===== config.mk =====
export PLATFORM = sky130hd
export DESIGN_NAME = tap_scan_regs_flat
export DESIGN_NICKNAME = d
export VERILOG_FILES = /design/src/rtl/tap_pkg.sv /design/src/rtl/tap_scan_regs_if.sv /design/src/rtl/tap_shift_reg.sv /design/src/rtl/tap_scan_regs.sv /design/src/flat_wrapper.sv
export SDC_FILE = /design/constraint.sdc
export NUM_CORES = 1
export LEC_CHECK = 0
export ABC_AREA = 1
export CAP_MARGIN = 20
export CELL_PAD_IN_SITES_DETAIL_PLACEMENT = 0
export CELL_PAD_IN_SITES_GLOBAL_PLACEMENT = 2
export CORE_UTILIZATION = 33
export CTS_BUF_LIST = sky130_fd_sc_hd__clkbuf_16
export CTS_CLUSTER_SIZE = 25
export DETAILED_ROUTE_END_ITERATION = 8
export GPL_TIMING_DRIVEN = 0
export PLACE_DENSITY = 0.94
export SLEW_MARGIN = 40
export SYNTH_ARGS = -nofsm -noshare
export SYNTH_HDL_FRONTEND = slang
export SYNTH_SLANG_ARGS = --single-unit
export TNS_END_PERCENT = 1

===== constraint.sdc =====
create_clock -name TCK -period 1.9 [get_ports TCK]
set_input_delay 0.19 -clock TCK [delete_from_list [all_inputs] [get_ports TCK]]
set_output_delay 0.19 -clock TCK [all_outputs]
set_load 0.02 [all_outputs]

===== src/rtl/tap_pkg.sv =====
// Shared TAP state encoding, default opcodes and the IR capture pattern used by
// the TAP controller and the scan-register block.
package tap_pkg;

   localparam logic [3:0] ST_TLR   = 4'd0;
   localparam logic [3:0] ST_RTI   = 4'd1;
   localparam logic [3:0] ST_SELDR = 4'd2;
   localparam logic [3:0] ST_CAPDR = 4'd3;
   localparam logic [3:0] ST_SHDR  = 4'd4;
   localparam logic [3:0] ST_EX1DR = 4'd5;
   localparam logic [3:0] ST_PSDR  = 4'd6;
   localparam logic [3:0] ST_EX2DR = 4'd7;
   localparam logic [3:0] ST_UPDDR = 4'd8;
   localparam logic [3:0] ST_SELIR = 4'd9;
   localparam logic [3:0] ST_CAPIR = 4'd10;
   localparam logic [3:0] ST_SHIR  = 4'd11;
   localparam logic [3:0] ST_EX1IR = 4'd12;
   localparam logic [3:0] ST_PSIR  = 4'd13;
   localparam logic [3:0] ST_EX2IR = 4'd14;
   localparam logic [3:0] ST_UPDIR = 4'd15;

   localparam logic [3:0] OPC_IDCODE = 4'b0001;
   localparam logic [3:0] OPC_USERDR = 4'b0010;

   // Fixed low bits loaded into the IR at Capture-IR; upper bits are zero.
   localparam logic [1:0] IR_CAPTURE = 2'b01;

   typedef enum logic [1:0] {
      DR_BYPASS,
      DR_IDCODE,
      DR_USER
   } dr_sel_e;

endpackage


===== src/rtl/tap_scan_regs_if.sv =====
// Scan-pin bundle between the TAP controller side and the scan-register block.
interface tap_scan_regs_if;

   logic TDI;
   logic state_obs0;
   logic state_obs1;
   logic state_obs2;
   logic state_obs3;
   logic TDO;
   logic TDO_en;

   modport master (
      output TDI, state_obs0, state_obs1, state_obs2, state_obs3,
      input  TDO, TDO_en
   );

   modport slave (
      input  TDI, state_obs0, state_obs1, state_obs2, state_obs3,
      output TDO, TDO_en
   );

endinterface


===== src/rtl/tap_shift_reg.sv =====
// Capture/shift register for one scan chain: parallel load on capture, shift
// right with serial input entering the MSB; the LSB is the serial output.
module tap_shift_reg #(
   parameter int WIDTH = 8
) (
   input  logic             clk,
   input  logic             rst,
   input  logic             capture,
   input  logic             shift,
   input  logic [WIDTH-1:0] pdata,
   input  logic             sin,
   output logic [WIDTH-1:0] q
);

   always_ff @(posedge clk) begin
      if (rst) begin
         q <= '0;
      end else if (capture) begin
         q <= pdata;
      end else if (shift) begin
         q <= {sin, q[WIDTH-1:1]};
      end
   end

endmodule


===== src/rtl/tap_scan_regs.sv =====
// JTAG instruction and data registers (BYPASS, IDCODE, user DR) driven by the
// TAP controller's state code, with the TDI-to-TDO serial path.
module tap_scan_regs
   import tap_pkg::*;
#(
   parameter int                   IR_WIDTH      = 4,
   parameter logic [31:0]          IDCODE_VAL    = 32'h0BA0_0477,
   parameter int                   USER_DR_WIDTH = 8,
   parameter logic [IR_WIDTH-1:0]  INSTR_IDCODE  = IR_WIDTH'(OPC_IDCODE),
   parameter logic [IR_WIDTH-1:0]  INSTR_USERDR  = IR_WIDTH'(OPC_USERDR)
) (
   input  logic                      TCK,
   input  logic                      TRST,
   tap_scan_regs_if.slave            scan,
   output logic [IR_WIDTH-1:0]       ir_value,
   input  logic [USER_DR_WIDTH-1:0]  user_dr_in,
   output logic [USER_DR_WIDTH-1:0]  user_dr_out,
   output logic                      user_dr_upd
);

   logic [3:0]               state;
   dr_sel_e                  sel;
   logic                     cap_dr;
   logic                     sh_dr;
   logic [IR_WIDTH-1:0]      ir_shift;
   logic [31:0]              id_q;
   logic [USER_DR_WIDTH-1:0] udr_q;
   logic                     bypass;

   assign state  = {scan.state_obs3, scan.state_obs2, scan.state_obs1, scan.state_obs0};
   assign cap_dr = (state == ST_CAPDR);
   assign sh_dr  = (state == ST_SHDR);

   // Only bit 0 of IDCODE is observed; the rest just shift toward it.
   logic unused_id;
   assign unused_id = ^id_q[31:1];

   always_comb begin
      sel = DR_BYPASS;
      if (ir_value == INSTR_IDCODE) begin
         sel = DR_IDCODE;
      end else if (ir_value == INSTR_USERDR) begin
         sel = DR_USER;
      end
   end

   tap_shift_reg #(.WIDTH(IR_WIDTH)) u_ir (
      .clk     (TCK),
      .rst     (TRST),
      .capture (state == ST_CAPIR),
      .shift   (state == ST_SHIR),
      .pdata   (IR_WIDTH'(IR_CAPTURE)),
      .sin     (scan.TDI),
      .q       (ir_shift)
   );

   tap_shift_reg #(.WIDTH(32)) u_idcode (
      .clk     (TCK),
      .rst     (TRST),
      .capture (cap_dr && (sel == DR_IDCODE)),
      .shift   (sh_dr && (sel == DR_IDCODE)),
      .pdata   (IDCODE_VAL),
      .sin     (scan.TDI),
      .q       (id_q)
   );

   tap_shift_reg #(.WIDTH(USER_DR_WIDTH)) u_user_dr (
      .clk     (TCK),
      .rst     (TRST),
      .capture (cap_dr && (sel == DR_USER)),
      .shift   (sh_dr && (sel == DR_USER)),
      .pdata   (user_dr_in),
      .sin     (scan.TDI),
      .q       (udr_q)
   );

   always_ff @(posedge TCK) begin
      if (TRST) begin
         bypass <= 1'b0;
      end else if (cap_dr && (sel == DR_BYPASS)) begin
         bypass <= 1'b0;
      end else if (sh_dr && (sel == DR_BYPASS)) begin
         bypass <= scan.TDI;
      end
   end

   // The active instruction only moves at Update-IR, Test-Logic-Reset or TRST.
   always_ff @(posedge TCK) begin
      if (TRST) begin
         ir_value <= INSTR_IDCODE;
      end else if (state == ST_TLR) begin
         ir_value <= INSTR_IDCODE;
      end else if (state == ST_UPDIR) begin
         ir_value <= ir_shift;
      end
   end

   always_ff @(posedge TCK) begin
      if (TRST) begin
         user_dr_out <= '0;
         user_dr_upd <= 1'b0;
      end else begin
         user_dr_upd <= (state == ST_UPDDR) && (sel == DR_USER);
         if ((state == ST_UPDDR) && (sel == DR_USER)) begin
            user_dr_out <= udr_q;
         end
      end
   end

   always_comb begin
      scan.TDO    = 1'b0;
      scan.TDO_en = 1'b0;
      if (state == ST_SHIR) begin
         scan.TDO    = ir_shift[0];
         scan.TDO_en = 1'b1;
      end else if (sh_dr) begin
         scan.TDO_en = 1'b1;
         case (sel)
            DR_IDCODE: scan.TDO = id_q[0];
            DR_USER:   scan.TDO = udr_q[0];
            default:   scan.TDO = bypass;
         endcase
      end
   end

endmodule

===== src/flat_wrapper.sv =====
// flat-port wrapper written by rule: the top's interface ports become plain ports
module tap_scan_regs_flat import tap_pkg::*;
#(
   parameter int                   IR_WIDTH      = 4,
   parameter logic [31:0]          IDCODE_VAL    = 32'h0BA0_0477,
   parameter int                   USER_DR_WIDTH = 8,
   parameter logic [IR_WIDTH-1:0]  INSTR_IDCODE  = IR_WIDTH'(OPC_IDCODE),
   parameter logic [IR_WIDTH-1:0]  INSTR_USERDR  = IR_WIDTH'(OPC_USERDR)
)
  (TCK, TRST, ir_value, user_dr_in, user_dr_out, user_dr_upd, scan_TDI, scan_state_obs0, scan_state_obs1, scan_state_obs2, scan_state_obs3, scan_TDO, scan_TDO_en);
  tap_scan_regs_if scan_i ();
  input  logic TCK;
  input  logic TRST;
  output logic [IR_WIDTH-1:0] ir_value;
  input  logic [USER_DR_WIDTH-1:0] user_dr_in;
  output logic [USER_DR_WIDTH-1:0] user_dr_out;
  output logic user_dr_upd;
  input wire logic [$bits(scan_i.TDI)-1:0] scan_TDI;
  input wire logic [$bits(scan_i.state_obs0)-1:0] scan_state_obs0;
  input wire logic [$bits(scan_i.state_obs1)-1:0] scan_state_obs1;
  input wire logic [$bits(scan_i.state_obs2)-1:0] scan_state_obs2;
  input wire logic [$bits(scan_i.state_obs3)-1:0] scan_state_obs3;
  output wire logic [$bits(scan_i.TDO)-1:0] scan_TDO;
  output wire logic [$bits(scan_i.TDO_en)-1:0] scan_TDO_en;
  assign scan_i.TDI = scan_TDI;
  assign scan_i.state_obs0 = scan_state_obs0;
  assign scan_i.state_obs1 = scan_state_obs1;
  assign scan_i.state_obs2 = scan_state_obs2;
  assign scan_i.state_obs3 = scan_state_obs3;
  assign scan_TDO = scan_i.TDO;
  assign scan_TDO_en = scan_i.TDO_en;
  tap_scan_regs #(.IR_WIDTH(IR_WIDTH), .IDCODE_VAL(IDCODE_VAL), .USER_DR_WIDTH(USER_DR_WIDTH), .INSTR_IDCODE(INSTR_IDCODE), .INSTR_USERDR(INSTR_USERDR)) u_core (.TCK(TCK), .TRST(TRST), .scan(scan_i), .ir_value(ir_value), .user_dr_in(user_dr_in), .user_dr_out(user_dr_out), .user_dr_upd(user_dr_upd));
endmodule

# Yosys cells after proc, flatten, opt, wreduce, memory -nomap -nowiden
# Cells that the tools add are included.
[totals] latch_bits=0 romBits=0 mem_bits_rw=0 inputBits=15 register_bits=58 n_memories=0 out_inout_bits=15 wordCells=48
[classes] mul=0 n_bitwise=0 reduce_logical=16 magnitude_cmp=0 n_mux=13 eq_ne=10 n_div=0 shifts=0 addsub=0
[op_table] op="28-bit 2-to-1 mux" count=2
[op_table] op="4-bit equality test, second input constant" count=4
[op_table] op="8-bit 2-to-1 mux" count=2
[op_table] op="4-bit by 2-bit equality test with 1-bit output, second input constant" count=2
[op_table] op="2-bit OR reduction" count=4
[op_table] op="1-bit logical AND" count=7
[op_table] op="1-bit 2-to-1 mux" count=6
[op_table] op="2-bit nonzero test" count=3
[op_table] op="4-bit by 1-bit equality test with 1-bit output, second input constant" count=1
[op_table] op="4-bit by 3-bit equality test with 1-bit output, second input constant" count=1
[op_table] op="4-bit logical NOT" count=1
[op_table] op="2-bit 2-to-1 mux" count=2
[op_table] op="2-bit by 1-bit equality test with 1-bit output, second input constant" count=1
[op_table] op="2-bit equality test, second input constant" count=1
[op_table] op="2-bit logical NOT" count=1
[op_table] op="1-bit case mux with 2 select lines" count=1

# Longest topological paths before layout
[logic_depth] ltp_word=7 depth_mapped=9 mapped_depth_nobuf=8

# Modules after synthesis
# Synthesis repeated with hierarchy kept, for this count alone.
[unflattened] hier_cells=470 hier_area_um2=3019.1
[modules_own_cells] mod="tap_shift_reg at u_core.u_idcode" seq_area_each_um2=640.6 cells_per_inst=273 instances=1 area_each_um2=1676.6
[modules_own_cells] mod="tap_scan_regs" seq_area_each_um2=280.3 cells_per_inst=99 instances=1 area_each_um2=729.4
[modules_own_cells] mod="tap_shift_reg at u_core.u_user_dr" seq_area_each_um2=160.2 cells_per_inst=66 instances=1 area_each_um2=419.2
[modules_own_cells] mod="tap_shift_reg at u_core.u_ir" seq_area_each_um2=80.1 cells_per_inst=32 instances=1 area_each_um2=193.9

# Least setup slack after synthesis
# OpenSTA, ideal clock, no wires.
[synth_path] kind="register to output" startpoint="register u_core.ir_value[0]" endpoint="output port scan_TDO" stages_incl_launch_ff=8 t_arrival_ps=1261 required_ps=1710 slack_ps=449 path_buffers=1 path_cell_list="dfxtp_1 -> inv_2 -> nor2_1 -> nand2_2 -> nor2_4 -> buf_4 -> nand2_1 -> nand4_1"
[synth_between] elab_chain_len=7 elab_cells_between_ends=9 cone_classes="eq/ne: 4; mux: 5"
[synth_rtl] element="start: declaration" line="tap_scan_regs.sv:15" rtl="output logic [IR_WIDTH-1:0] ir_value,"
[synth_rtl] element="start signal: assignment" line="tap_scan_regs.sv:94" rtl="ir_value <= ir_shift;"
[synth_rtl] element="4-bit by 2-bit equality test with 1-bit output" line="tap_scan_regs.sv:42" rtl="end else if (ir_value == INSTR_USERDR) begin"
[synth_rtl] element="2-bit 2-to-1 mux" line="tap_scan_regs.sv:42"
[synth_rtl] element="2-bit 2-to-1 mux (*)" line="tap_scan_regs.sv:40" rtl="if (ir_value == INSTR_IDCODE) begin"
[synth_rtl] element="2-bit equality test / 2-bit by 1-bit equality test with 1-bit output (equally long branches)" line="tap_scan_regs.sv:118" rtl="case (sel)"
[synth_rtl] element="1-bit case mux with 2 select lines (*)" line="tap_scan_regs.sv:118"
[synth_rtl] element="1-bit 2-to-1 mux (*)" line="tap_scan_regs.sv:116" rtl="end else if (sh_dr) begin"
[synth_rtl] element="1-bit 2-to-1 mux (*)" line="tap_scan_regs.sv:113" rtl="if (state == ST_SHIR) begin"
[synth_rtl] element="end: declaration" line="flat_wrapper.sv:23" rtl="output wire logic [$bits(scan_i.TDO)-1:0] scan_TDO;"
# Every way passes the cells marked *; elsewhere a longest branch is shown, timed or not.

# Worst setup path after layout
# Same ends and word-level chain as after synthesis.

==> flow_summary.toml <==
[yosys]
synth_top_area_share_pct = 48.0
synth-seq-area-share_pct = 48.0
yosys.area.top_type = "dfxtp_1"
synthTopCellsByCount = "110 x nand2_1, 64 x nor2_1, 58 x dfxtp_1, 29 x a21oi_1, 18 x inv_1"
syn_area_mm2 = 0.00242
yosys_warnings = 0
synth_edf_count = 0
synth.distinct_cells = 20
async_flop_share_pct = 0
synth_ff_type = "dfxtp_1"
synthesis.nets = 361
synth_seq_cells = 58
syn_inst = 346
ys_top_cells_by_area = "dfxtp_1 48%, nand2_1 17%, nor2_1 9.9%"
syn_area_per_cell_um2 = 6.99
synth.most_common_cell = "nand2_1"

[worst_setup_path]
critPathKind = "reg2out"
crit_chain = "inv_2 > nor2_1 > nand2_2 > nor2_4 > buf_6 > nand2_1 > nand4_1 > buf_2"
reg2reg_depth = 7
startpoint_type = "register"
cp_max_fo = 10
crit_path_end_kind = "primary output"
required_ns = 1.71
crit_arrival_ns = 1.58
cp_slowest_cell = "dfxtp_2"
critPathMaxStageDelay_ns = 0.36

[clock_tree]
path_clk_slew_ns = 0.05
clockBufferDepth = 2
cts_made_buffers = 9
clock_latency_ns = 0.33
root_buffer = "clkbuf_16"
cts_hold_buf = 0
htreeDepth = 3
cts.sinks = 58
cts_tree = "yes"

[timing]
layout_min_cycle_time_ns = 1.77
hold_violations = 0
fmax_mhz = 566
slew_viol_final = 0
layout_worst_path_cycle_share_pct = 93.0
tightest_slew_ns = 0.538
rsz0062_at_grt = "no"
slew_headroom_pct = 64.1
setup-tns-final_ns = 0
skew_ns = 0.00377
setup_viol = 0

[hold_path]
hold_class = "reg2reg"
min_path_cells = 2

[placement]
dp_hpwl_mm = 3.91
postPlaceCellArea_mm2 = 0.00283
gp_congestion = 0.784
port_buffers = 29

[power]
power_mw = 3.08
p_per_area_mw_per_mm2 = 968
ir_worst_vdd_uv = 681
p_leak_nw = 1.31

[detailed_routing]
antenna_left = 0
drc = 0
wl_per_cell_um = 11.4
wl_mm = 5.60
first_iter_violations = 50
drt_first_pass_iters = 4
viasPerCell = 4.48
vias = 2193

[floorplan]
die_w_um = 87.6
die_area_mm2 = 0.00768
fp-row-count = 30
core_mm2 = 0.00694
initial_utilization_pct = 34.8
die_y_um = 87.6
pin_count = 30

[finish]
num_antenna_cells = 0
drive_gt1_share_pct = 11.9
fill_cells = 750
final_cell_area_mm2 = 0.00318
fin_nets = 404
area_delta_synth_final_pct = 31.6

[flow_run]
drv_cap = 0

[global_route]
grt-ovfl-total = 0
grt.total_usage_pct = 16.4
grt_max_degree = 11
grt_pass1_wl_mm = 9.42
grt_pass1_vias = 2003
antenna_found_initial = 0

[status]
status = "complete, no violations"
-- routing by layer --
metal  global-route usage, %  wire length [um]  up-vias
li1                        -                 -     1171
met2                    24.6              2430       37
met5                       0                 0        -
met3                    4.52               223       10
met4                    8.94               135        0
met1                    21.5              2810      975
-- critical path: cells and delay by family (launching register included) --
family / cells / cell delay, ns
buf+inv: 3 / 0.36
simple gates: 5 / 0.52
flops: 1 / 0.36
-- registers in the layout, indices dropped and copies added (netlist names) --
register	cells
u_core.bypass	1
u_core.ir_value	4
u_core.u_idcode.q	32
u_core.u_ir.q	4
u_core.u_user_dr.q	8
u_core.user_dr_out	8
u_core.user_dr_upd	1
-- cell usage in the layout (no fill, tap or decap) --
master,netlist,routed
nand2_1,110,110
nor2_1,64,62
dfxtp_1,58,57
a21oi_1,29,29
clkdlybuf4s50_1,0,27
inv_1,18,18
nand3_1,14,13
o21ai_1,10,10
o21ai_0,10,10
clkbuf_16,0,9
buf_4,5,6
inv_2,5,5
nor2_4,3,5
buf_2,4,5
nand2_2,4,4
nand4_1,3,3
buf_6,1,3
clkbuf_1,3,3
clkinv_1,0,3
nand2_4,2,2
bufinv_16,0,2
nand3_2,0,1
nor2_2,1,1
nand3b_1,1,1
nor3_2,1,1
clkinvlp_4,0,1
clkinv_2,0,1
dlygate4sd2_1,0,1
dfxtp_2,0,1
-- cell type report --
type | instances | area [um2] | share of cell area [%]
sequential | 58 | 1160 | 36.5
multi-input combinational | 252 | 1110 | 34.9
timing repair buffer | 32 | 307 | 9.63
clock buffer | 9 | 225 | 7.07
tap | 96 | 120 | 3.77
buffer | 13 | 87.6 | 2.75
inverter | 23 | 86.3 | 2.71
clock inverter | 7 | 83.8 | 2.63
-- where the power goes --
part | leakage [nW] | total (mW) | internal [mW] | switching [mW]
logic | 0.691 | 0.152 | 0.0614 | 0.0908
registers | 0.468 | 1.25 | 1.24 | 0.00962
clock network | 0.148 | 1.68 | 1.13 | 0.554
total | 1.31 | 3.08 | 2.43 | 0.655
-- final timing paths --
check	slack (ns)	from	endpoint
worst min-delay path	0.46	u_core.bypass	u_core.bypass
worst max-delay path	0.13	u_core.ir_value[0]	scan_TDO
worst min register to register	0.46	u_core.bypass	u_core.bypass
worst max register to register	0.47	u_core.ir_value[2]	u_core.user_dr_out[7]
-- stage by stage --
| stage | setup WS [ns] | hold WS [ns] | utilization [%] | instances |
|---|---|---|---|---|
| floorplan | 0.449 | 0.259 | - | 346 |
| global placement | -0.396 | 0.444 | 40.8 | 471 |
| detailed placement | -0.383 | 0.451 | 40.8 | 471 |
| CTS | -0.0155 | 0.459 | 45.6 | 487 |
| global route | 0.0135 | 0.473 | 45.9 | 490 |
| finish | 0.133 | 0.457 | 45.9 | 490 |
-- kinds of logic after synthesis --
kind of cell	after synthesis	share of synthesized area, %
buffers and inverters	36	6.88
flip-flops	58	48.0
AO/OA/AOI/OAI	49	10.1
AND/OR/NAND/NOR	203	35.0
-- timing repair --
item / CTS / global route
setup endpoints to repair: 2 / 1
resized for setup: 12 / 1
pin swaps: 0 / 1
setup buffers: 0 / 3
Power figures use the tool's default switching activity.
